--- config.mk ---
export PLATFORM = sky130hd
export DESIGN_NAME = full_adder
export DESIGN_NICKNAME = d
export VERILOG_FILES = /design/src/rtl/full_adder.sv
export SDC_FILE = /design/constraint.sdc
export NUM_CORES = 1
export LEC_CHECK = 0
export CAP_MARGIN = 20
export CORE_AREA = 2 2 39 41
export CTS_BUF_LIST = sky130_fd_sc_hd__clkbuf_4
export CTS_CLUSTER_SIZE = 12
export DETAILED_ROUTE_END_ITERATION = 10
export DIE_AREA = 0 0 41 43
export PLACE_DENSITY = 0.34
export SLEW_MARGIN = 25
export SYNTH_ARGS = -nofsm -noshare
export SYNTH_HDL_FRONTEND = slang
export SYNTH_SLANG_ARGS = --single-unit
--- constraint.sdc ---
create_clock -name clk -period 2.9 [get_ports clk]
set_input_delay 0.58 -clock clk [delete_from_list [all_inputs] [get_ports clk]]
set_output_delay 0.58 -clock clk [all_outputs]
set_load 0.01 [all_outputs]
--- src/rtl/full_adder.sv ---
// Registered add/subtract cell with carry/borrow in and out, 1-cycle latency.
// Define FULL_ADDER_OVF_EN to build the signed-overflow flag; otherwise out_ovf is tied to 0.
module full_adder #(
  parameter int unsigned WIDTH = 1
) (
  input  logic             clk,
  input  logic             rst_n,
  input  logic             in_valid,
  input  logic             in_sub,
  input  logic [WIDTH-1:0] in_a,
  input  logic [WIDTH-1:0] in_b,
  input  logic             in_ci,
  output logic [WIDTH-1:0] out_s,
  output logic             out_po,
  output logic             out_ovf,
  output logic             out_valid
);

  logic [WIDTH:0]   w_a_ext;
  logic [WIDTH:0]   w_b_ext;
  logic [WIDTH:0]   w_ci_ext;
  logic [WIDTH:0]   w_res;

  logic [WIDTH-1:0] r_s;
  logic             r_po;
  logic             r_valid;

  // Zero-extended by one bit: in subtract mode the top bit of the result is the borrow.
  always_comb begin
    w_a_ext  = {1'b0, in_a};
    w_b_ext  = {1'b0, in_b};
    w_ci_ext = {{WIDTH{1'b0}}, in_ci};
    if (in_sub) begin
      w_res = w_a_ext - w_b_ext - w_ci_ext;
    end else begin
      w_res = w_a_ext + w_b_ext + w_ci_ext;
    end
  end

  always_ff @(posedge clk) begin
    if (!rst_n) begin
      r_s     <= '0;
      r_po    <= 1'b0;
      r_valid <= 1'b0;
    end else begin
      r_valid <= in_valid;
      if (in_valid) begin
        r_s  <= w_res[WIDTH-1:0];
        r_po <= w_res[WIDTH];
      end
    end
  end

`ifdef FULL_ADDER_OVF_EN
  logic [WIDTH:0] w_sa_ext;
  logic [WIDTH:0] w_sb_ext;
  logic [WIDTH:0] w_sres;
  logic           w_ovf;
  logic           r_ovf;

  // Exact signed result fits in WIDTH+1 bits; overflow when its top two bits disagree.
  always_comb begin
    w_sa_ext = {in_a[WIDTH-1], in_a};
    w_sb_ext = {in_b[WIDTH-1], in_b};
    if (in_sub) begin
      w_sres = w_sa_ext - w_sb_ext - w_ci_ext;
    end else begin
      w_sres = w_sa_ext + w_sb_ext + w_ci_ext;
    end
    w_ovf = w_sres[WIDTH] ^ w_sres[WIDTH-1];
  end

  always_ff @(posedge clk) begin
    if (!rst_n) begin
      r_ovf <= 1'b0;
    end else if (in_valid) begin
      r_ovf <= w_ovf;
    end
  end

  assign out_ovf = r_ovf;
`else
  assign out_ovf = 1'b0;
`endif

  assign out_s     = r_s;
  assign out_po    = r_po;
  assign out_valid = r_valid;

endmodule

# After elaboration in Yosys (flattened, before gate mapping)
# Index checks and enable logic that the tools add are counted.
dict set report totals {
  ff_bits 3
  input_bits 7
  word_cells 8
}
dict set report classes {
  add_sub_neg 4
  muxes 1
}
# cell n
set op_table {}
lappend op_table {{adder 1 x 1 -> 2 bit} 1}
lappend op_table {{adder 2 x 1 -> 2 bit} 1}
lappend op_table {{2-to-1 mux 2 bit} 1}
lappend op_table {{subtractor 1 x 1 -> 2 bit} 1}
lappend op_table {{subtractor 2 x 1 -> 2 bit} 1}

# Depth between registers and ports, before layout
# Gate-level depths: netlist of run 1.
dict set report logic_depth {
  depth_word 3
  ltp_mapped 4
  ltp_nobuf 4
}

# Worst setup path before layout of run 1
# OpenSTA, ideal clock, no wires.
dict set report synth_timing {
  kind {input to register}
  from {in in_a}
  to {reg r_s, in the netlist out_s}
  setup_ns 0.117
  t_arrival_ns 1.269
  required_time_ns 2.783
  path_slack_ns 1.514
  path_stages 4
  n_path_buf 0
  path_cell_list {inv_1 fa_1 nand2_1 o211a_1}
}
dict set report synth_between {
  elab_chain_len 3
}
# element line_no
set synth_rtl {}
lappend synth_rtl {{from (decl)} 10} ;# input logic [WIDTH-1:0] in_a,
lappend synth_rtl {{adder 1 x 1 -> 2 bit or subtractor 1 x 1 -> 2 bit (tied branches)} {36, 34}}
lappend synth_rtl {{adder 2 x 1 -> 2 bit or subtractor 2 x 1 -> 2 bit (tied branches)} {36, 34}}
lappend synth_rtl {{2-to-1 mux 2 bit (*)} 33} ;# if (in_sub) begin
lappend synth_rtl {{to (signal assigned)} 48} ;# r_s <= w_res[WIDTH-1:0];
lappend synth_rtl {{to (decl)} 24} ;# logic [WIDTH-1:0] r_s;
# Every way passes the cells marked *; elsewhere a longest branch is shown, timed or not.
# A chain may end at the register's enable or synchronous reset.

# Worst setup path after layout of run 1
# Ends and elaborated chain as after synthesis.

==> summary by stage, run 1 <==
Drt
The routed design has ~350 um of wire. The routed length on met1 is between 100 and 150 um. The routed wire length on met2 is between 150 and 200 um. Routed signal wires occupy layers up through met3. The iteration-0 DRC count of the detailed router is 2. For this run, design rule violations remaining after detail routing come to 0. The final antenna-violating net count is 0.

After detailed routing, the average wire length per cell comes to between 8 and 9 um. For this block, the via count after detailed routing is 131. The first-pass iteration count of the detailed router is 2. Using the TritonRoute via totals, the vias-per-cell ratio works out to between 3 and 4. The sum of met3 wire segment lengths after detailed routing is about 51 um.

Worst setup path
STA puts the critical path data required time at around 3.0 ns. The critical-path maximum fanout is 2. The worst register-to-register path begins at out_s$_SDFFE_PN0P_. The type of the setup path with the least slack is input pin to flop. The worst endpoint data arrival time is approximately 1.9 ns. The worst setup path is captured at a flop. The type of origin of the critical path is an input pin. The logic depth of the worst register-to-register path is 1.

The setup slack on the worst flop-to-flop path is ~2.3 ns. The endpoint of the worst register-to-register path is out_s$_SDFFE_PN0P_.

Pwr
The leakage power is roughly 0.00012 uW. The share of total power dissipated in sequential elements is 29.8%. In this run the power density over the cells is around 540 nW/um^2.

The switching share of total power is between 20% and 30%. The internal portion of the total power is approximately 120 uW. Summed over all nets, the switching power comes to 33.0 uW. The worst-case IR drop observed on VDD is 0.0860 mV. The clock network is responsible for 53.0% of the overall power. Combinational logic burns 17.2% of the power.

Floorplanning
The die area is approximately 1800 um^2. From left edge to right edge, the die measures 41 um. The area of the core region is 1380 um^2. The placement row count is 14.

The starting density of the core is ~11%. The floorplan die height is about 43 um. The total I/O pin count is 11.

Finish
The share of cells above drive strength 1 is 15.4%. The area growth from synthesis to layout is 85.5%. At the end of the flow the core is filled with cells to between 20% and 30%. The number of nets in the layout is 36.

The count of antenna diodes in the layout is 0. The final instance area is ~290 um^2.

STA
The final worst clock skew is 0 ns. The final clock period utilization by the worst path is around three fifths. The number of hold violations in the final report is 0. Setup repair after global routing left no endpoint under its margin.

The hold slack is between 0.5 and 0.6 ns. The achievable clock frequency is ~570 MHz. The number of pins exceeding their max-slew limit in the final report is 0.

Adding up every negative setup slack in the final design gives 0 ns. Setup violations remaining at the end of the flow were counted as 0. The clock period minus final worst setup slack is approximately 1.8 ns.

CTS
Clock latency on the worst-skew pair, taken at its later pin, is 0.23 ns. The setup fix buffers added after clock tree synthesis is 0. The number of buffers inserted during clock tree synthesis is 3.

The number of gates resized after CTS was 0. The clock net in this run drives a total of 3 sinks. The largest buffer count on any clock path is 2. In this run the number of H-tree levels came out at 1. The number of hold buffers added after CTS was 0. The cell at the root of the clock tree is sky130_fd_sc_hd__clkbuf_4. The clock tree from TritonCTS is done. The post-CTS clock slew at the launch and capture registers of the worst setup and hold paths is ~0.04 ns.

Synthesis
The synthesized netlist contains 11 unique library cells. The number of nets handed over by synthesis was 23. The summed instance area of the synthesized netlist is ~160 um^2.

The yosys synthesis warning count is 0. The sequential share of the synthesized area is 38.7%. After technology mapping, the gate count stands at 14. After synthesis the netlist holds a flip-flop and latch count of 3.

The post-synthesis area per instance is roughly 11 um^2.

Global route
The via count of the first global-routing pass came to 148. The aggregate global-route resource usage is between 4 and 5%. The pin count of the biggest net entering global routing is 6. The residual overflow from global routing is 0.

The global-route wire length before repair is between 400 and 500 um. The number of antenna violations at the first check in global routing came to 0.

Min path
The path type of the worst min-delay path is flop to flop. In this run the most critical hold path is launched from out_po$_SDFFE_PN0P_. Counting instances, the worst hold path has a depth of 2.

For hold timing, the worst endpoint is out_po$_SDFFE_PN0P_.

Run status
The flow ran to the end, and the final reports show no timing, DRC or antenna violations.

Placed design
Routability-driven placement finished with a final weighted congestion of slightly below 0.5. During placement, the flow inserted port buffers numbering 9. After detailed placement, the total cell area comes to around 260 um^2.

Flow run
The max-cap check violation count is 0.
-- logic make-up (layout without fill, tap and decap cells) --
group                      after synthesis  after routing  synth area share, %
buffers and inverters                    2             14                 7.26
AOI/OAI and AO/OA                        3              3                 12.9
muxes                                    1              1                 6.45
DFF                                      3              3                 38.7
other                                    1              1                 2.42
adders and majority gates                2              2                 25.8
and+or+nand+nor                          2              2                 6.45
-- per-layer routing --
layer,vias to the layer above,track usage (%)
met2,10,6.56
met4,0,8.00
li1,65,-
met1,56,3.25
met5,-,0
met3,0,1.57
-- flip-flops by register name, indices dropped and copies added (netlist names) --
register / count
out_po: 1
out_s: 1
out_valid: 1
-- Yosys cell counts --
| master | instances | area (um^2) |
|---|---|---|
| sky130_fd_sc_hd__buf_4 | 1 | 7.51 |
| sky130_fd_sc_hd__conb_1 | 1 | 3.75 |
| sky130_fd_sc_hd__inv_1 | 1 | 3.75 |
| sky130_fd_sc_hd__o211a_1 | 1 | 10.0 |
| sky130_fd_sc_hd__mux2i_1 | 1 | 10.0 |
| sky130_fd_sc_hd__fa_1 | 2 | 40.0 |
| sky130_fd_sc_hd__and2_1 | 1 | 6.26 |
| sky130_fd_sc_hd__nand2_1 | 1 | 3.75 |
| sky130_fd_sc_hd__dfxtp_1 | 3 | 60.1 |
| sky130_fd_sc_hd__o21ai_1 | 1 | 5.00 |
| sky130_fd_sc_hd__a21oi_1 | 1 | 5.00 |
-- metrics by stage --
stage	setup slack, ns	power, uW	cells
after detailed placement	0.895	73.7	38
after global routing	1.10	163	42
after floorplan	1.51	56.0	14
final	1.14	155	42
after global placement	0.945	72.3	38
after CTS	1.14	160	42
-- worst max-delay path by stage --
stage | start | to | slack, ns | cells past startpoint
6_report | in_a | out_s$_SDFFE_PN0P_ | 1.14 | 5
5_1_grt | in_a | out_s$_SDFFE_PN0P_ | 1.10 | 5
4_1_cts | in_a | out_s$_SDFFE_PN0P_ | 1.14 | 5
3_5_place_dp | in_a | out_s$_SDFFE_PN0P_ | 0.90 | 5
3_3_place_gp | in_a | out_s$_SDFFE_PN0P_ | 0.95 | 5
2_1_floorplan | in_a | out_s$_SDFFE_PN0P_ | 1.51 | 4
-- worst max-delay path, cell delays in order --
cell	delay, ns
sky130_fd_sc_hd__clkdlybuf4s50_1	0.52
sky130_fd_sc_hd__inv_1	0.08
sky130_fd_sc_hd__fa_1	0.54
sky130_fd_sc_hd__nand2_1	0.05
sky130_fd_sc_hd__o211a_1	0.11
-- placed cells by master, fill, tap and decap left out, drive strengths merged --
| cell type | Yosys | layout |
|---|---|---|
| o211a | 1 | 1 |
| o21ai | 1 | 1 |
| clkbuf | 0 | 4 |
| a21oi | 1 | 1 |
| mux2i | 1 | 1 |
| dfxtp | 3 | 3 |
| clkdlybuf4s50 | 0 | 9 |
| conb | 1 | 1 |
| and2 | 1 | 1 |
| fa | 2 | 2 |
| nand2 | 1 | 1 |
| inv | 1 | 1 |
-- area by class of cell --
| class | instances | area [um^2] |
|---|---|---|
| multi-input combinational | 9 | 83.8 |
| tap | 16 | 20.0 |
| sequential | 3 | 60.1 |
| clock buffer | 4 | 30.0 |
| fill | 160 | 1100 |
| inverter | 1 | 3.75 |
| timing repair buffer | 9 | 90.1 |
-- power groups by stage --
stage	Combinational [uW]	Sequential (uW)	Clock (uW)
after floorplan	7.96	48.1	0
after global placement	25.9	46.4	0
final	26.7	46.1	82.1
after global routing	28.9	46.4	87.9
after detailed placement	26.9	46.8	0
after CTS	27.1	46.1	86.4
(Power assumes the default switching activity.)
==> inputs of run 2 (changes only) <==
--- a/config.mk
+++ b/config.mk
@@ -11,7 +11,7 @@
 export CTS_CLUSTER_SIZE = 12
 export DETAILED_ROUTE_END_ITERATION = 10
 export DIE_AREA = 0 0 41 43
-export PLACE_DENSITY = 0.34
+export PLACE_DENSITY = 0.35
 export SLEW_MARGIN = 25
 export SYNTH_ARGS = -nofsm -noshare
 export SYNTH_HDL_FRONTEND = slang
==> constraint.sdc (replaced) <==
create_clock -name clk -period 1.6 [get_ports clk]
set_input_delay 0.32 -clock clk [delete_from_list [all_inputs] [get_ports clk]]
set_output_delay 0.32 -clock clk [all_outputs]
set_load 0.01 [all_outputs]
==> run 2 against run 1 <==
Utilization rose by 0.54 points. Die area did not move. Global-route usage fell by 0.41 points. Highest routed layer unchanged.
==> summary by stage, run 2 (synthesized netlist as in run 1, its figures left out) <==
CTS
TritonCTS built the clock tree. The largest buffer count on any clock path was 2 (unchanged). The cell sitting at the root of the clock tree is a sky130_fd_sc_hd__clkbuf_4. The post-CTS clock slew at the launch and capture registers of the worst setup and hold paths is 0.04 ns (about the same). The setup fix buffers added after clock tree synthesis came to 0 (unchanged). The latest clock arrival within the worst-skew pair is 0.23 ns (about the same). The TritonCTS sink count is 3 (unchanged).

The H-tree depth was 1 (unchanged). The number of buffers inserted during clock tree synthesis was 3 (unchanged). The number of hold-repair buffers added at the cts stage came to 0 (unchanged).

The quantity of gates resized following cts is 0 (unchanged).

Global route
The number of antenna violations at the first check in global routing is 0 (unchanged). The via count of the first global-routing pass is 147 (-0.68%). The aggregate global-route resource usage is 4.23% (-0.41 points).

The global-route wire length before repair was 455 um (-4.4%). The routing usage on met3 is 0% (-1.6 points). The residual overflow from global routing is 0 (unchanged). The most heavily used metal layer in global routing is met4. The global routing met2 resource utilization is 5.63% (-0.94 points). The pin count of the biggest net entering global routing came to 6 (unchanged). The met1 usage is 3.88% (+0.64 points).

Floorplanning
The placement row count was 14 (unchanged). The die area came to 1760 um^2 (unchanged). The starting density of the core is 11.2% (unchanged).

The floorplan die height was 43 um (unchanged). The x dimension of the die is 41 um (unchanged). The area of the core region is 1380 um^2 (unchanged). The total I/O pin count is 11 (unchanged).

Placed design
The placer congestion estimate is 0.544 (+9.6%). The number of I/O port buffers is 9 (unchanged). The total instance count after detailed placement is 39 (+2.6%).

STA
The number of failing setup endpoints in the final timing report is 0 (unchanged). The smallest clock period supported by the final layout is computed as 1.43 ns. Setup repair after global routing left no endpoint under its margin.

The hold slack came to 0.502 ns (-0.0231 ns). The achievable clock frequency is approximately 700 MHz. The number of hold violations in the final report was 0 (unchanged). The final worst clock skew was 0 ns (unchanged). The final clock period utilization by the worst path is between 80% and 90%.

The number of pins exceeding their max-slew limit in the final report came to 0 (unchanged).

Worst setup path
The setup slack on the worst flop-to-flop path came to 0.98 ns (-1.28 ns). The type of the setup path with the least slack is input pin to flop. The worst setup path is captured at a flop. The worst register-to-register path begins at out_s$_SDFFE_PN0P_. The critical-path cell with the highest stage delay is sky130_fd_sc_hd__fa_1. Traced cell by cell, the critical path runs through clkdlybuf4s50_1, inv_1, fa_1, nand2_1, o211a_1. The maximum single-stage delay on the critical path is 0.53 ns (about the same). STA classifies the critical path startpoint as an input pin. The critical-path maximum fanout was 2 (unchanged).

The logic depth of the worst register-to-register path is 1 (unchanged). The endpoint required time on the critical path is 1.72 ns (-1.30 ns). The worst endpoint data arrival time is 1.55 ns (-0.33 ns).

The endpoint of the worst register-to-register path is out_s$_SDFFE_PN0P_.

Min path
The startpoint identified for the worst hold timing path is out_s$_SDFFE_PN0P_. The number of cells on the worst hold path came to 1 (-1). The path with the worst hold slack has its endpoint at out_s$_SDFFE_PN0P_.

The tightest min-delay check is of the flop to flop type.

Drt
The first-pass iteration count of the detailed router is 1 (-1). The final wirelength came to 302 um (-13%). The routed length per placed instance was 7.02 um (-15%). The DRC violation count after routing was 0 (unchanged).

The via count is 141 (+7.6%). The routed via count divided by cell count is 3.28 (+5.1%). The final antenna-violating net count was 0 (unchanged). The iteration-0 DRC count of the detailed router is 0 (-2).

Finish
The share of cells above drive strength 1 was 18.5% (+3.1 points). The total area of sequential cells came to 60.1 um^2 (unchanged). The top cell types in the final layout, fill and taps aside, are sky130_fd_sc_hd__clkdlybuf4s50_1, sky130_fd_sc_hd__clkbuf_4, sky130_fd_sc_hd__dfxtp_1. The area of the multi-input gates is 83.8 um^2 (unchanged). The count of antenna diodes in the layout was 0 (unchanged).

The number of nets in the layout is 37 (+2.8%). The leading cell type in the layout, fill and taps excluded is sky130_fd_sc_hd__clkdlybuf4s50_1. The number of standard cells in the layout, taps in and fillers out is 43 (+2.4%). The area growth from synthesis to layout is 90.3%. The total of fill cells in the finished design is 148 (-7.5%). The final standard cell utilization of the core came to 21.3% (+0.54 points).

Pwr
The worst ir drop on vdd is 0.135 mV (+57%). The leakage power is 0.000129 uW (+3.9%). The power per cell area was 943 nW/um^2 (+75%).

Flow run
The max-cap check violation count was 0 (unchanged).

Run status
The run finished with clean final reports.
==> run 2: cell count changes in the layout (fill, tap and decap cells not counted), sizes merged <==
cell / before / now
buf: 0 / 1
==> run 2: stage by stage <==
step / setup WS, ns / setup TNS, ns / area (um^2) / power, uW
final: 0.174 / 0 / 295 / 278
after global routing: 0.112 / 0 / 295 / 294
after CTS: 0.156 / 0 / 295 / 285
after detailed placement: -0.0854 / -0.164 / 265 / 135
after global placement: -0.0610 / -0.104 / 265 / 133
after floorplan: 0.474 / 0 / 155 / 102
==> run 2: layer usage <==
layer / share of wire (%) / wire [um]
met1: 38 / 115
met2: 47 / 141
met3: 15 / 46
met4: 0 / 0
met5: 0 / 0
==> run 2: where the power goes <==
part           internal [uW]  switching (uW)  leakage (uW)
clock                    110            35.5     0.0000184
combinational           31.1            18.3     0.0000860
sequential              80.9            2.51     0.0000250
==> run 2: worst max-delay path by stage <==
stage	from	to	slack, ns
6_report	in_a	out_s$_SDFFE_PN0P_	0.17
5_1_grt	in_a	out_s$_SDFFE_PN0P_	0.11
4_1_cts	in_a	out_po$_SDFFE_PN0P_	0.16
3_5_place_dp	in_a	out_po$_SDFFE_PN0P_	-0.09
3_3_place_gp	in_a	out_s$_SDFFE_PN0P_	-0.06
2_1_floorplan	in_a	out_s$_SDFFE_PN0P_	0.47
==> run 2: layout make-up <==
type / count / area share (%)
inverter: 1 / 1.27
tap: 16 / 6.78
clock buffer: 4 / 10.2
sequential: 3 / 20.3
multi-input combinational: 9 / 28.4
timing repair buffer: 10 / 33.1
==> run 2: worst max-delay path: cells and delay by family <==
kind	cells	cell delay, ns
and+or+nand+nor	1	0.05
adders and majority gates	1	0.53
buffers and inverters	2	0.54
AOI/OAI and AO/OA	1	0.10
